`config.mk`:
```
export PLATFORM = sky130hd
export DESIGN_NAME = lsp_prev_engine_flat
export DESIGN_NICKNAME = d
export VERILOG_FILES = /design/src/rtl/g729_basic_op_pkg.sv /design/src/rtl/lsp_prev_engine_if.sv /design/src/rtl/lsp_prev_engine_l_mac_sat.sv /design/src/rtl/lsp_prev_engine.sv /design/src/flat_wrapper.sv
export SDC_FILE = /design/constraint.sdc
export NUM_CORES = 2
export LEC_CHECK = 0
export CAP_MARGIN = 30
export CORE_MARGIN = 2
export CORE_UTILIZATION = 64
export DETAILED_ROUTE_END_ITERATION = 6
export PLACE_DENSITY = 0.94
export SYNTH_ARGS = -nofsm -noshare
export SYNTH_HDL_FRONTEND = slang
export SYNTH_HIERARCHICAL = 1
export SYNTH_SLANG_ARGS = --single-unit
export TNS_END_PERCENT = 5
```
`constraint.sdc`:
```
create_clock -name clk -period 14.7 [get_ports clk]
set_input_delay 2.205 -clock clk [delete_from_list [all_inputs] [get_ports clk]]
set_output_delay 2.205 -clock clk [all_outputs]
set_load 0.005 [all_outputs]
```
`src/rtl/g729_basic_op_pkg.sv`:
```
// ---------------------------------------------------------------------------
// g729_basic_op_pkg
// Shared G.729 fixed-point helpers for the LSP predictor engine.
//   - Q15/Q31 saturation constants
//   - ITU basic ops: L_mult, L_add_sat, L_sub_sat, L_shl_sat
//   - FSM state and mode enums for lsp_prev_engine
// No ports (package).
// ---------------------------------------------------------------------------
package g729_basic_op_pkg;

  localparam logic signed [31:0] MAX_32 = 32'sh7FFF_FFFF;
  localparam logic signed [31:0] MIN_32 = 32'sh8000_0000;
  localparam logic signed [15:0] MAX_16 = 16'sh7FFF;
  localparam logic signed [15:0] MIN_16 = 16'sh8000;

  typedef enum logic [3:0] {
    ST_IDLE,
    ST_RD_X,
    ST_RD_G,
    ST_RD_FP,
    ST_RD_FG,
    ST_MAC,
    ST_FIN,
    ST_WR,
    ST_DONE
  } lsp_prev_state_t;

  typedef enum logic {
    MODE_EXTRACT = 1'b0,
    MODE_COMPOSE = 1'b1
  } lsp_prev_mode_t;

  // Fractional multiply: 2*a*b, with the single overflow case
  // (-1 * -1) pinned to the positive limit.
  function automatic logic signed [31:0] L_mult(input logic signed [15:0] a,
                                                input logic signed [15:0] b);
    logic signed [31:0] prod;
    if (a == MIN_16 && b == MIN_16) begin
      return MAX_32;
    end
    prod = $signed(32'(a)) * $signed(32'(b));
    return {prod[30:0], 1'b0};
  endfunction

  // Saturating 32-bit add: overflow only when both operands share a sign
  // and the result flips it.
  function automatic logic signed [31:0] L_add_sat(input logic signed [31:0] a,
                                                   input logic signed [31:0] b);
    logic signed [31:0] sum;
    sum = a + b;
    if (a[31] == b[31] && sum[31] != a[31]) begin
      return a[31] ? MIN_32 : MAX_32;
    end
    return sum;
  endfunction

  // Saturating 32-bit subtract: overflow only when operand signs differ
  // and the result takes the sign of the subtrahend.
  function automatic logic signed [31:0] L_sub_sat(input logic signed [31:0] a,
                                                   input logic signed [31:0] b);
    logic signed [31:0] diff;
    diff = a - b;
    if (a[31] != b[31] && diff[31] != a[31]) begin
      return a[31] ? MIN_32 : MAX_32;
    end
    return diff;
  endfunction

  // Saturating left shift; done in 64 bits so any overflow is visible
  // as a value outside the 32-bit range (n is expected to be < 32).
  function automatic logic signed [31:0] L_shl_sat(input logic signed [31:0] x,
                                                   input int n);
    logic signed [63:0] wide;
    wide = $signed(64'(x)) <<< n;
    if (wide > $signed(64'(MAX_32))) begin
      return MAX_32;
    end
    if (wide < $signed(64'(MIN_32))) begin
      return MIN_32;
    end
    return wide[31:0];
  endfunction

endpackage

```
`src/rtl/lsp_prev_engine_if.sv`:
```
// ---------------------------------------------------------------------------
// lsp_prev_engine_if
// Control + scratch-RAM bus of the LSP predictor engine.
//   start/mode         : one-cycle request and mode (0 extract, 1 compose)
//   *_base             : base addresses of x[], g[], freq_prev, fg, result
//   readAddr / readIn  : RAM read port, data valid one cycle after address
//   writeAddr/writeOut/writeEn : RAM write port
//   busy / done        : run status and completion pulse
// master = controller + RAM side, slave = engine side.
// ---------------------------------------------------------------------------
interface lsp_prev_engine_if #(
  parameter int ADDR_W = 11,
  parameter int DATA_W = 32
);

  logic              start;
  logic              mode;
  logic [ADDR_W-1:0] x_base;
  logic [ADDR_W-1:0] g_base;
  logic [ADDR_W-1:0] fp_base;
  logic [ADDR_W-1:0] fg_base;
  logic [ADDR_W-1:0] out_base;
  logic [ADDR_W-1:0] readAddr;
  logic [DATA_W-1:0] readIn;
  logic [ADDR_W-1:0] writeAddr;
  logic [DATA_W-1:0] writeOut;
  logic              writeEn;
  logic              busy;
  logic              done;

  modport master (
    output start, mode, x_base, g_base, fp_base, fg_base, out_base, readIn,
    input  readAddr, writeAddr, writeOut, writeEn, busy, done
  );

  modport slave (
    input  start, mode, x_base, g_base, fp_base, fg_base, out_base, readIn,
    output readAddr, writeAddr, writeOut, writeEn, busy, done
  );

endinterface

```
`src/rtl/lsp_prev_engine_l_mac_sat.sv`:
```
// ---------------------------------------------------------------------------
// l_mac_sat
// Combinational L_mac / L_msu: o_result = sat32(i_acc +/- L_mult(i_a, i_b)).
//   i_acc  : 32-bit accumulator in
//   i_a    : Q15 operand a
//   i_b    : Q15 operand b
//   i_sub  : 1 = subtract (L_msu), 0 = add (L_mac)
//   o_result : saturated accumulator out
// ---------------------------------------------------------------------------
module l_mac_sat
  import g729_basic_op_pkg::*;
(
  input  logic signed [31:0] i_acc,
  input  logic signed [15:0] i_a,
  input  logic signed [15:0] i_b,
  input  logic               i_sub,
  output logic signed [31:0] o_result
);

  logic signed [31:0] w_prod;

  always_comb begin
    w_prod   = L_mult(i_a, i_b);
    o_result = i_sub ? L_sub_sat(i_acc, w_prod) : L_add_sat(i_acc, w_prod);
  end

endmodule

```
`src/rtl/lsp_prev_engine.sv`:
```
// ---------------------------------------------------------------------------
// lsp_prev_engine
// G.729 LSP moving-average predictor engine (Qua_Lsp).
//   Extract: out[j] = L_shl(L_mult(hi(x[j]<<16 - sum fp*fg), g[j]), SHIFT)
//   Compose: out[j] = hi(L_mult(x[j], g[j]) + sum fp*fg)
// One RAM access per cycle, 4 + 3*NP cycles per element.
// Ports:
//   clk   : clock
//   reset : synchronous active-high reset
//   bus   : lsp_prev_engine_if.slave (control, RAM read/write, status)
// ---------------------------------------------------------------------------
module lsp_prev_engine
  import g729_basic_op_pkg::*;
#(
  parameter int M      = 10,
  parameter int NP     = 4,
  parameter int SHIFT  = 3,
  parameter int ADDR_W = 11,
  parameter int DATA_W = 32
) (
  input logic                clk,
  input logic                reset,
  lsp_prev_engine_if.slave   bus
);

  localparam int JW = $clog2(M + 1);
  localparam int KW = $clog2(NP + 1);
  localparam logic [JW-1:0] J_LAST = JW'(M - 1);
  localparam logic [KW-1:0] K_LAST = KW'(NP - 1);

  lsp_prev_state_t    r_state;
  lsp_prev_state_t    w_next;
  lsp_prev_mode_t     r_mode;
  logic [JW-1:0]      r_j;
  logic [KW-1:0]      r_k;
  logic [ADDR_W-1:0]  r_idx;
  logic signed [15:0] r_x;
  logic signed [15:0] r_g;
  logic signed [15:0] r_fp;
  logic signed [31:0] r_acc;

  logic signed [31:0] w_macAcc;
  logic signed [15:0] w_macA;
  logic signed [15:0] w_macB;
  logic               w_macSub;
  logic signed [31:0] w_macOut;
  logic signed [31:0] w_finAcc;

  // State register.
  always_ff @(posedge clk) begin
    if (reset) begin
      r_state <= ST_IDLE;
    end else begin
      r_state <= w_next;
    end
  end

  // Next-state logic: one state per cycle, the only branches are the
  // start request, the end of the k loop and the end of the j loop.
  always_comb begin
    w_next = r_state;
    case (r_state)
      ST_IDLE:  w_next = bus.start ? ST_RD_X : ST_IDLE;
      ST_RD_X:  w_next = ST_RD_G;
      ST_RD_G:  w_next = ST_RD_FP;
      ST_RD_FP: w_next = ST_RD_FG;
      ST_RD_FG: w_next = ST_MAC;
      ST_MAC:   w_next = (r_k == K_LAST) ? ST_FIN : ST_RD_FP;
      ST_FIN:   w_next = ST_WR;
      ST_WR:    w_next = (r_j == J_LAST) ? ST_DONE : ST_RD_X;
      ST_DONE:  w_next = ST_IDLE;
      default:  w_next = ST_IDLE;
    endcase
  end

  // Bus outputs decoded straight from state; everything idles at zero.
  always_comb begin
    bus.readAddr  = '0;
    bus.writeAddr = '0;
    bus.writeOut  = '0;
    bus.writeEn   = 1'b0;
    bus.busy      = (r_state != ST_IDLE);
    bus.done      = (r_state == ST_DONE);
    case (r_state)
      ST_RD_X:  bus.readAddr = bus.x_base + ADDR_W'(r_j);
      ST_RD_G:  bus.readAddr = bus.g_base + ADDR_W'(r_j);
      ST_RD_FP: bus.readAddr = bus.fp_base + r_idx;
      ST_RD_FG: bus.readAddr = bus.fg_base + r_idx;
      ST_WR: begin
        bus.writeEn   = 1'b1;
        bus.writeAddr = bus.out_base + ADDR_W'(r_j);
        bus.writeOut  = {{(DATA_W-16){r_acc[31]}}, r_acc[31:16]};
      end
      default: ;
    endcase
  end

  // The single MAC unit is borrowed in RD_FP for the compose-mode
  // initialisation: acc = 0 + L_mult(x, g) with g arriving on readIn.
  // Otherwise it accumulates fp*fg, subtracting in extract mode.
  always_comb begin
    w_macAcc = r_acc;
    w_macA   = r_fp;
    w_macB   = bus.readIn[15:0];
    w_macSub = (r_mode == MODE_EXTRACT);
    if (r_state == ST_RD_FP) begin
      w_macAcc = '0;
      w_macA   = r_x;
      w_macSub = 1'b0;
    end
  end

  l_mac_sat u_mac (
    .i_acc    (w_macAcc),
    .i_a      (w_macA),
    .i_b      (w_macB),
    .i_sub    (w_macSub),
    .o_result (w_macOut)
  );

  // Extract-mode finishing step: scale the residual by g[j], then shift.
  always_comb begin
    w_finAcc = L_shl_sat(L_mult(r_acc[31:16], r_g), SHIFT);
  end

  // Datapath registers. idx is a running j*NP+k counter, so it is only
  // cleared at start and never recomputed from j.
  always_ff @(posedge clk) begin
    if (reset) begin
      r_mode <= MODE_EXTRACT;
      r_j    <= '0;
      r_k    <= '0;
      r_idx  <= '0;
      r_x    <= '0;
      r_g    <= '0;
      r_fp   <= '0;
      r_acc  <= '0;
    end else begin
      case (r_state)
        ST_IDLE: begin
          if (bus.start) begin
            r_mode <= lsp_prev_mode_t'(bus.mode);
            r_j    <= '0;
            r_k    <= '0;
            r_idx  <= '0;
          end
        end
        ST_RD_G: r_x <= bus.readIn[15:0];
        ST_RD_FP: begin
          if (r_k == '0) begin
            r_g   <= bus.readIn[15:0];
            r_acc <= (r_mode == MODE_COMPOSE) ? w_macOut : {r_x, 16'h0000};
          end
        end
        ST_RD_FG: r_fp <= bus.readIn[15:0];
        ST_MAC: begin
          r_acc <= w_macOut;
          r_k   <= r_k + 1'b1;
          r_idx <= r_idx + 1'b1;
        end
        ST_FIN: begin
          if (r_mode == MODE_EXTRACT) begin
            r_acc <= w_finAcc;
          end
        end
        ST_WR: begin
          r_k <= '0;
          if (r_j != J_LAST) begin
            r_j <= r_j + 1'b1;
          end
        end
        default: ;
      endcase
    end
  end

endmodule

```
`src/flat_wrapper.sv`:
```
// flat-port wrapper written by rule: the top's interface ports become plain ports
module lsp_prev_engine_flat import g729_basic_op_pkg::*;
#(
  parameter int M      = 10,
  parameter int NP     = 4,
  parameter int SHIFT  = 3,
  parameter int ADDR_W = 11,
  parameter int DATA_W = 32
)
  (clk, reset, bus_start, bus_mode, bus_x_base, bus_g_base, bus_fp_base, bus_fg_base, bus_out_base, bus_readIn, bus_readAddr, bus_writeAddr, bus_writeOut, bus_writeEn, bus_busy, bus_done);
  lsp_prev_engine_if #(.ADDR_W(ADDR_W), .DATA_W(DATA_W)) bus_i ();
  input logic clk;
  input logic reset;
  input wire logic [$bits(bus_i.start)-1:0] bus_start;
  input wire logic [$bits(bus_i.mode)-1:0] bus_mode;
  input wire logic [$bits(bus_i.x_base)-1:0] bus_x_base;
  input wire logic [$bits(bus_i.g_base)-1:0] bus_g_base;
  input wire logic [$bits(bus_i.fp_base)-1:0] bus_fp_base;
  input wire logic [$bits(bus_i.fg_base)-1:0] bus_fg_base;
  input wire logic [$bits(bus_i.out_base)-1:0] bus_out_base;
  input wire logic [$bits(bus_i.readIn)-1:0] bus_readIn;
  output wire logic [$bits(bus_i.readAddr)-1:0] bus_readAddr;
  output wire logic [$bits(bus_i.writeAddr)-1:0] bus_writeAddr;
  output wire logic [$bits(bus_i.writeOut)-1:0] bus_writeOut;
  output wire logic [$bits(bus_i.writeEn)-1:0] bus_writeEn;
  output wire logic [$bits(bus_i.busy)-1:0] bus_busy;
  output wire logic [$bits(bus_i.done)-1:0] bus_done;
  assign bus_i.start = bus_start;
  assign bus_i.mode = bus_mode;
  assign bus_i.x_base = bus_x_base;
  assign bus_i.g_base = bus_g_base;
  assign bus_i.fp_base = bus_fp_base;
  assign bus_i.fg_base = bus_fg_base;
  assign bus_i.out_base = bus_out_base;
  assign bus_i.readIn = bus_readIn;
  assign bus_readAddr = bus_i.readAddr;
  assign bus_writeAddr = bus_i.writeAddr;
  assign bus_writeOut = bus_i.writeOut;
  assign bus_writeEn = bus_i.writeEn;
  assign bus_busy = bus_i.busy;
  assign bus_done = bus_i.done;
  lsp_prev_engine #(.M(M), .NP(NP), .SHIFT(SHIFT), .ADDR_W(ADDR_W), .DATA_W(DATA_W)) u_core (.clk(clk), .reset(reset), .bus(bus_i));
endmodule
```
==> out/qor.yml <==
status: "complete, no violations"
design.final.nets: 4551
postPlaceCellArea_mm2: 0.0317
cts_root_buf: "sky130_fd_sc_hd__clkbuf_16"
synthArstFlopShare_pct: 0
synth_cell_types: 99
vdd.ir_drop.worst_mv: 0.0814
hold_path.class: "reg2reg"
final_area_mm2: 0.0321
cts_inserted_buffers: 9
drt-wirelength-per-cell_um: 20.0
measured_slew_at_the_worst_slew_check_pin_ps: 1060
syn_avg_cell_area_um2: 8.14
max-slew-margin-rel_pct: 29.2
r2r_cell_count: 43
grt_usage_pct: 35.5
max_cap_violations: 0
yosys_register_bits: 103
clock_latency_ps: 370
fp.dieArea_mm2: 0.0489
initial_antenna_violation_count: 0
layout-drive-gt1-share_pct: 4.46
maxSlewViolCount: 0
first_global_vias: 28900
routabilityCongestion: 0.962
1st_iter_drt_viols: 2657
critical_path.endpoint_type: "register"
yosysWarningCount: 6
route.final.wire_length_mm: 86.3
detailedRoute.firstPassIterationCount: 7
crit_path_frequent_cell: "sky130_fd_sc_hd__fa_1"
die-width_um: 221
cts_setup_buffers: 0
stage_delay_of_the_slowest_cell_on_the_critical_path_ps: 1000
rsz0062_at_grt: "false"
chipHeight_um: 221
dp.final_hpwl_mm: 67.2
ys.flop_type: "sky130_fd_sc_hd__dfxtp_1"
hold_viol: 0
ios: 148
hold_depth: 2
grt_first_pass_wirelength_mm: 141
final.min_clock_period_ps: 13270
clk_path_buf_depth: 2
pin_count_of_the_biggest_net_entering_global_routing: 91
coreArea_mm2: 0.0466
cts.repair.resized: 0
clkSinkCount: 103
syn-cell-area_mm2: 0.0302
ant_nets: 0
cts_tree: "done"
mappedNetlistNets: 4565
synth-edff-count: 0
layout.cells.non_filler: 4310
initial_utilization_pct: 64.9
critical_path_class: "in2reg"
postSynthCellCount: 3710
static-leakage-power_nw: 15.7
port_buffers: 131
fmax_mhz: 75.4
globalRouteOverflowTotal: 0
critical_path.startpoint_type: "primary input"
report.power.total_mw: 2.52
fraction_of_the_yosys_area_taken_by_sequential_cells_pct: 6.83
nFillCells: 3272
final.period_utilization_pct: 90.3
drc: 0
postCtsHoldBufs: 0
holdWs_ps: 460
rows: 79
finClkSkew_ps: 12.2
via_per_inst: 6.18
post-place-cells: 4288
critPathMaxFanout: 17
cp_slowest_cell: "sky130_fd_sc_hd__clkdlybuf4s50_1"
cp.required_ps: 14960
areaGrowthSynthToFinish_pct: 6.20
powerDensity_mw_per_mm2: 78.5
worst-endpoint-arrival_ps: 13540
detailroute.via_count: 26600
fin_tns_setup_ps: 0
clkTransAtPathRegs_ps: 70
htree_num_levels: 3
setup_viol_count_final: 0
[path summary, 6_finish.rpt]
| path | startpoint | endpoint | slack [ps] |
|---|---|---|---|
| worst max register to register | u_core/r_state[2]$_SDFF_PP0_ | u_core/r_acc[5]$_SDFFE_PP0P_ | 1650 |
| worst min register to register | u_core/r_fp[0]$_SDFFE_PP0P_ | u_core/r_fp[0]$_SDFFE_PP0P_ | 460 |
| worst min-delay path | u_core/r_fp[0]$_SDFFE_PP0P_ | u_core/r_fp[0]$_SDFFE_PP0P_ | 460 |
| worst max-delay path | bus_readIn[2] | u_core/r_acc[5]$_SDFFE_PP0P_ | 1430 |
[layout by cell type (no fill, tap or decap), types with 34 or more instances in the layout]
master / n
sky130_fd_sc_hd__nand2_1: 549
sky130_fd_sc_hd__xnor2_1: 115
sky130_fd_sc_hd__clkdlybuf4s50_1: 130
sky130_fd_sc_hd__ha_1: 246
sky130_fd_sc_hd__fa_1: 518
sky130_fd_sc_hd__inv_1: 659
sky130_fd_sc_hd__o21ai_0: 58
sky130_fd_sc_hd__nor3_1: 34
sky130_fd_sc_hd__nor2_1: 181
sky130_fd_sc_hd__xor2_1: 42
sky130_fd_sc_hd__a21o_1: 34
sky130_fd_sc_hd__a21oi_1: 233
sky130_fd_sc_hd__dfxtp_1: 103
sky130_fd_sc_hd__buf_4: 44
sky130_fd_sc_hd__and2_1: 294
[flip-flops by register name, indices dropped and copies added (netlist names)]
signal / count
u_core/r_state: 4
u_core/r_j: 4
u_core/r_idx: 11
u_core/r_acc: 32
u_core/r_x: 16
u_core/r_fp: 16
u_core/r_k: 3
u_core/r_g: 16
u_core/r_mode: 1
[power breakdown]
part	total (mW)	switching (mW)	internal [mW]
combinational	1.88	1.15	0.734
sequential	0.379	0.0758	0.304
clock	0.256	0.131	0.125
[layer usage]
metal / part of all wire, % / track usage [%] / wire (um)
met1: 34 / 40.6 / 29700
met2: 48 / 60.6 / 41500
met3: 10 / 7.61 / 8860
met4: 7.3 / 22.4 / 6260
met5: 0 / 0 / 0
[critical path: cells and delay by family]
kind,cells,cell delay (ps)
buffers and inverters,6,1690
AND/OR/NAND/NOR,9,1960
AO/OA/AOI/OAI,14,3060
adder cells (fa/ha/maj),9,4460
XOR/XNOR,1,110
[kinds of logic after synthesis]
logic type | after synthesis | synth area share (%)
multiplexers | 8 | 0.265
flip-flops | 103 | 6.83
adder cells (fa/ha/maj) | 764 | 44.5
XOR/XNOR | 157 | 4.55
AO/OA/AOI/OAI | 562 | 12.5
AND/OR/NAND/NOR | 1246 | 19.8
buffers and inverters | 870 | 11.5
[Yosys cell counts (11+ instances only)]
| library cell | count | share of area, % |
|---|---|---|
| sky130_fd_sc_hd__a211oi_1 | 16 | 0.40 |
| sky130_fd_sc_hd__nand4_1 | 13 | 0.27 |
| sky130_fd_sc_hd__and3_1 | 20 | 0.41 |
| sky130_fd_sc_hd__buf_2 | 12 | 0.20 |
| sky130_fd_sc_hd__nand2_1 | 549 | 6.8 |
| sky130_fd_sc_hd__nor3_1 | 36 | 0.60 |
| sky130_fd_sc_hd__a21o_1 | 34 | 0.85 |
| sky130_fd_sc_hd__xor2_1 | 42 | 1.2 |
| sky130_fd_sc_hd__or3_1 | 11 | 0.23 |
| sky130_fd_sc_hd__nand2b_1 | 20 | 0.41 |
| sky130_fd_sc_hd__clkbuf_1 | 151 | 1.9 |
| sky130_fd_sc_hd__a31oi_1 | 14 | 0.29 |
| sky130_fd_sc_hd__nor2b_1 | 11 | 0.23 |
| sky130_fd_sc_hd__nand3_1 | 30 | 0.50 |
| sky130_fd_sc_hd__nor2_1 | 182 | 2.3 |
| sky130_fd_sc_hd__fa_1 | 518 | 34 |
| sky130_fd_sc_hd__or2_2 | 24 | 0.50 |
| sky130_fd_sc_hd__and2_1 | 294 | 6.1 |
| sky130_fd_sc_hd__o21ai_0 | 58 | 0.96 |
| sky130_fd_sc_hd__dfxtp_1 | 103 | 6.8 |
| sky130_fd_sc_hd__a211oi_2 | 21 | 0.87 |
| sky130_fd_sc_hd__nor4_1 | 18 | 0.37 |
| sky130_fd_sc_hd__o21bai_1 | 13 | 0.32 |
| sky130_fd_sc_hd__a22oi_1 | 12 | 0.30 |
| sky130_fd_sc_hd__ha_1 | 246 | 10 |
| sky130_fd_sc_hd__o21a_1 | 20 | 0.50 |
| sky130_fd_sc_hd__o21ai_1 | 24 | 0.40 |
| sky130_fd_sc_hd__a221oi_1 | 11 | 0.32 |
| sky130_fd_sc_hd__xnor2_1 | 115 | 3.3 |
| sky130_fd_sc_hd__buf_4 | 26 | 0.65 |
| sky130_fd_sc_hd__a21oi_1 | 234 | 3.9 |
| sky130_fd_sc_hd__a311oi_1 | 12 | 0.35 |
| sky130_fd_sc_hd__inv_1 | 659 | 8.2 |
[through the flow]
step | worst slack [ps] | utilization (%)
CTS | 1680 | 68.7
global route | 1040 | 68.9
finish | 1430 | 68.9
detailed placement | 1350 | 68.0
floorplan | 3470 | -
global placement | 1480 | 68.0
[layout make-up]
type                            instances  area, um^2  share of cell area (%)
Clock buffer                           10         239                   0.745
Antenna cell                            2        5.00                  0.0156
Clock inverter                          6        62.6                   0.195
Inverter                              666        2500                    7.79
Multi-Input combinational cell       2737       24700                    77.0
Sequential cell                       103        2060                    6.43
Timing Repair Buffer                  179        1750                    5.47
Tap cell                              607         759                    2.37
Note: power is estimated with default switching activity, not from simulation.
